$ cat src/rtl/mac_select_sequencer.sv
// Control stage ahead of the 32-lane select-accumulate MAC: streams each job's select words
// from select memory, waits for the MAC to drain, then returns the job's accumulator delta.
module mac_select_sequencer #(
   parameter int ACC_WIDTH   = 27,
   parameter int ADDR_W      = 10,
   parameter int LEN_W       = 7,
   parameter int MAC_LATENCY = 5
) (
   input  logic                 clk,
   input  logic                 rst,
   input  logic                 job_valid,
   output logic                 job_ready,
   input  logic [ADDR_W-1:0]    job_base_addr,
   input  logic [LEN_W-1:0]     job_len,
   output logic                 mem_rd_en,
   output logic [ADDR_W-1:0]    mem_addr,
   input  logic [31:0]          mem_rdata,
   output logic [31:0]          mac_sel,
   input  logic [ACC_WIDTH-1:0] mac_out,
   input  logic                 mac_out_ready,
   output logic                 res_valid,
   input  logic                 res_ready,
   output logic [ACC_WIDTH-1:0] res_data,
   output logic                 busy
);

   localparam int                 DRAIN_W    = $clog2(MAC_LATENCY + 3);
   localparam logic [DRAIN_W-1:0] DRAIN_LAST = DRAIN_W'(MAC_LATENCY + 2);

   typedef enum logic [1:0] {IDLE, FETCH, DRAIN, RESULT} state_t;

   state_t               r_state;
   state_t               w_next_state;
   logic [LEN_W-1:0]     r_remaining;
   logic [ADDR_W-1:0]    r_rd_addr;
   logic [ACC_WIDTH-1:0] r_base_snap;
   logic [DRAIN_W-1:0]   r_drain_cnt;
   logic                 r_rd_pend;
   logic [31:0]          r_mac_sel;
   logic [ACC_WIDTH-1:0] r_res_data;
   logic                 w_accept;

   assign mem_addr = r_rd_addr;
   assign mac_sel  = r_mac_sel;
   assign res_data = r_res_data;

   always_ff @(posedge clk or posedge rst) begin
      if (rst) r_state <= IDLE;
      else     r_state <= w_next_state;
   end

   // NOTE: every output of this block is given a default first, so no path can infer a latch.
   always_comb begin
      w_next_state = r_state;
      job_ready    = 1'b0;
      mem_rd_en    = 1'b0;
      res_valid    = 1'b0;
      busy         = (r_state != IDLE);
      w_accept     = 1'b0;
      case (r_state)
         IDLE: begin
            job_ready = mac_out_ready;
            w_accept  = job_valid && mac_out_ready;
            if (w_accept) w_next_state = (job_len == '0) ? RESULT : FETCH;
         end
         FETCH: begin
            mem_rd_en = 1'b1;
            if (r_remaining == LEN_W'(1)) w_next_state = DRAIN;
         end
         DRAIN: begin
            if (r_drain_cnt == DRAIN_LAST) w_next_state = RESULT;
         end
         RESULT: begin
            res_valid = 1'b1;
            if (res_ready) w_next_state = IDLE;
         end
         default: w_next_state = IDLE;
      endcase
   end

   // NOTE: sequential state uses non-blocking assignments so every register samples pre-edge values.
   always_ff @(posedge clk or posedge rst) begin
      if (rst) begin
         r_remaining <= '0;
         r_rd_addr   <= '0;
         r_base_snap <= '0;
         r_drain_cnt <= '0;
         r_rd_pend   <= 1'b0;
         r_mac_sel   <= '0;
         r_res_data  <= '0;
      end else begin
         // Read data lands one cycle after the strobe; it is forwarded only in that cycle.
         r_rd_pend <= mem_rd_en;
         r_mac_sel <= r_rd_pend ? mem_rdata : 32'h0;
         case (r_state)
            IDLE: begin
               if (w_accept) begin
                  r_remaining <= job_len;
                  r_rd_addr   <= job_base_addr;
                  r_base_snap <= mac_out;
                  r_drain_cnt <= '0;
                  if (job_len == '0) r_res_data <= '0;
               end
            end
            FETCH: begin
               r_rd_addr   <= r_rd_addr + ADDR_W'(1);
               r_remaining <= r_remaining - LEN_W'(1);
               r_drain_cnt <= '0;
            end
            DRAIN: begin
               r_drain_cnt <= r_drain_cnt + DRAIN_W'(1);
               // Modular subtraction keeps the delta correct across accumulator wrap.
               if (r_drain_cnt == DRAIN_LAST) r_res_data <= mac_out - r_base_snap;
            end
            default: ;
         endcase
      end
   end

endmodule
$ cat config.mk
export PLATFORM = sky130hd
export DESIGN_NAME = mac_select_sequencer
export DESIGN_NICKNAME = d
export VERILOG_FILES = /design/src/rtl/mac_select_sequencer.sv
export SDC_FILE = /design/constraint.sdc
export NUM_CORES = 1
export LEC_CHECK = 0
export BUFFER_PORTS_ARGS = -buffer_cell sky130_fd_sc_hd__buf_4
export CORE_MARGIN = 3
export CORE_UTILIZATION = 28
export DETAILED_ROUTE_END_ITERATION = 16
export SKIP_CTS_REPAIR_TIMING = 1
export SLEW_MARGIN = 15
export SYNTH_ARGS = -nofsm -noshare
export SYNTH_HDL_FRONTEND = slang
export SYNTH_SLANG_ARGS = --single-unit
$ cat constraint.sdc
create_clock -name clk -period 5.05 [get_ports clk]
set_clock_uncertainty 0.05 [all_clocks]
set_input_delay 1.01 -clock clk [delete_from_list [all_inputs] [get_ports clk]]
set_output_delay 1.01 -clock clk [all_outputs]
set_load 0.05 [all_outputs]
==> results.json <==
{
  "drive_gt1_share_pct": 21.8,
  "synth.top_cell.area_share_pct": 44.4,
  "dp_cells": 1103,
  "startpoint_type": "input pin",
  "htreeDepth": 3,
  "vias": 5394,
  "gp_congestion": 0.857,
  "clock_path_buffers": 2,
  "clk_pin_slew_ns": 0.07,
  "die_w_um": 154,
  "n_antenna_cell": 0,
  "stdcell_count": 1119,
  "synth_top_cell_by_area": "dfrtp_1",
  "cp.arrival_ns": 3.43,
  "overflow": 0,
  "cts-root-buf": "clkbuf_16",
  "viasPerCell": 4.82,
  "ys_types": 55,
  "avgSynthCellArea_um2": 8.72,
  "period_needed_ns": 3.26,
  "die_height_um": 154,
  "synth.net_count": 823,
  "slew_headroom_pct": 49.3,
  "clkLatencyLatePin_ns": 0.35,
  "grt_max_degree": 84,
  "regArea_um2": 2730,
  "hold_start": "r_drain_cnt[2]",
  "hp-class": "reg2reg",
  "holdWs_ns": 0.433,
  "peakVddDrop_uv": 181,
  "synthAdderAreaFrac_pct": 7.66,
  "path_max_fanout": 5,
  "rsz0062_at_grt": "false",
  "period_share_pct": 64.6,
  "min_to": "r_drain_cnt[2]",
  "dr.pass1.iters": 5,
  "ys_warn_count": 0,
  "cts_sinks": 109,
  "synth_area_leaders": "dfrtp_1 44%, nand2_1 8.4%, ha_1 7.3%",
  "synthXorXnorAreaFrac_pct": 2.14,
  "setup_viol": 0,
  "tns_ns": 0,
  "finalWirelength_um": 16900,
  "coreArea_um2": 21300,
  "portBuffers": 153,
  "slew_violations": 0,
  "multiInputGateArea_um2": 3140,
  "crit_type": "in2reg",
  "fillCellCount": 2207,
  "synthTopCellsByCount": "137 x nand2_1, 109 x dfrtp_1, 76 x o21ai_0",
  "reg2reg_slack_ns": 2.18,
  "hpwl_um": 12500,
  "drv_cap": 0,
  "syn_area_um2": 6140,
  "synth_seq_cells": 109,
  "yosys.area_share.simple_pct": 20.7,
  "die-area_um2": 23800,
  "cts_tree": "yes",
  "grt_pass1_vias": 5352,
  "hold_violations": 0,
  "status": "complete, no violations",
  "routedWlPerCell_um": 15.1,
  "worst_pin_slew_ns": 0.760,
  "r2r-end": "res_data[24]",
  "syn_inst": 705,
  "power_density_nw_per_um2": 594,
  "synthArstFlopShare_pct": 100,
  "ys_seq_area_share_pct": 44.4,
  "start_util_pct": 28.9,
  "grt_usage_pct": 14.4,
  "drc": 0,
  "endpoint_kind": "flip-flop",
  "synth_mux_area_share_pct": 1.14,
  "antenna_found_initial": 0,
  "synth_edf_count": 0,
  "synth_most_common_cell": "nand2_1",
  "drtIter0Drc": 280,
  "hold_depth": 2,
  "synthFlopType": "dfrtp_1",
  "cp.required_ns": 5.21,
  "ant_nets": 0,
  "io_pins": 154,
  "syn2layout_area_growth_pct": 27.6,
  "grt_pass1_wl_um": 28100,
  "final_nets": 957,
  "row_count": 53,
  "r2r_cells": 8,
  "cts_inserted_buffers": 9,
  "synth_top_family_by_area": "simple AND/OR/NAND/NOR gates",
  "synth_compound_area_share_pct": 19.4,
  "reg2reg_from": "r_base_snap[0]",
  "max_freq_mhz": 307,
  "p_leak_nw": 3.73
}
cell usage in the layout (no fill, tap or decap), types with 2 or more instances in the layout:
| cell | instances |
|---|---|
| a211o_1 | 2 |
| ha_1 | 36 |
| or3_1 | 2 |
| o31a_1 | 3 |
| nand2b_1 | 9 |
| o2111ai_1 | 2 |
| o21a_1 | 8 |
| nand2_1 | 137 |
| nor3b_1 | 3 |
| and2_1 | 35 |
| o22ai_1 | 13 |
| buf_4 | 158 |
| inv_1 | 38 |
| nand3_1 | 26 |
| a2111oi_2 | 2 |
| nor2_1 | 26 |
| o31ai_1 | 3 |
| o311ai_0 | 2 |
| a32o_1 | 3 |
| a21o_1 | 4 |
| and3_1 | 7 |
| a21oi_1 | 45 |
| inv_8 | 2 |
| nand4_1 | 9 |
| mux2i_1 | 7 |
| clkbuf_16 | 9 |
| xor2_1 | 4 |
| o211ai_1 | 7 |
| a31oi_1 | 6 |
| o21ai_0 | 76 |
| or2_2 | 2 |
| a211oi_1 | 6 |
| nor3_1 | 6 |
| xnor2_1 | 11 |
| inv_6 | 3 |
| dfrtp_1 | 109 |
cell type report:
class                      instances  area share (%)
tap                              275            4.39
timing repair buffer             158            15.1
inverter                          39            1.93
clock inverter                     7           0.925
clock buffer                       9            2.87
multi-input combinational        522            40.0
sequential                       109            34.8
metrics by stage:
stage          area, um^2  power, mW  worst slack (ns)  util [%]
3_5_place_dp         7540       3.97              1.44      35.4
2_1_floorplan        6140       3.26              1.12         -
3_3_place_gp         7540       3.93              1.48      35.4
4_1_cts              7840       4.71              1.80      36.8
6_report             7840       4.66              1.79      36.8
5_1_grt              7840       5.06              1.63      36.8
worst max path at each step:
stage	cells after the start	slack, ns	from	endpoint
2_1_floorplan	1	1.12	rst	mac_sel[0]
3_3_place_gp	10	1.48	mac_out[0]	res_data[20]
3_5_place_dp	10	1.44	mac_out[0]	res_data[24]
4_1_cts	10	1.80	mac_out[0]	res_data[24]
5_1_grt	10	1.63	mac_out[0]	res_data[20]
6_report	10	1.79	mac_out[0]	res_data[24]
worst max-delay path: stages:
cell and delay (ns):
buf_4 0.07, inv_1 0.04, ha_1 0.21, fa_1 0.40, nand2b_1 0.20, a21oi_1 0.24, o21ai_1 0.18, o41a_1 0.54
o311ai_0 0.38, o211ai_1 0.15
power breakdown:
part,switching [mW],total [mW],internal (mW)
sequential,0.194,1.33,1.14
clock,0.362,0.713,0.351
combinational,1.69,2.61,0.919
routing by layer:
layer  share of wire [%]  track usage [%]  vias to the layer above
met5                   0                0                        -
met4                 1.6             4.25                        0
met3                 3.9             2.39                       18
met2                  47             22.6                      113
met1                  47             20.4                     2546
li1                    -                -                     2717
sequential cells by signal, summed over array words and instances, names as in the netlist:
| signal | cells |
|---|---|
| mac_sel | 32 |
| r_base_snap | 27 |
| res_data | 27 |
| mem_addr | 10 |
| r_remaining | 7 |
| r_drain_cnt | 3 |
| r_state | 2 |
| r_rd_pend | 1 |
cells by family (layout without fill, tap and decap cells):
group | Yosys count | in the layout
adder cells (fa/ha/maj) | 37 | 37
XOR/XNOR | 15 | 15
buffers and inverters | 74 | 213
flip-flops | 109 | 109
AND/OR/NAND/NOR | 270 | 270
multiplexers | 7 | 7
AO/OA/AOI/OAI | 193 | 193
Power figures use the tool's default switching activity.
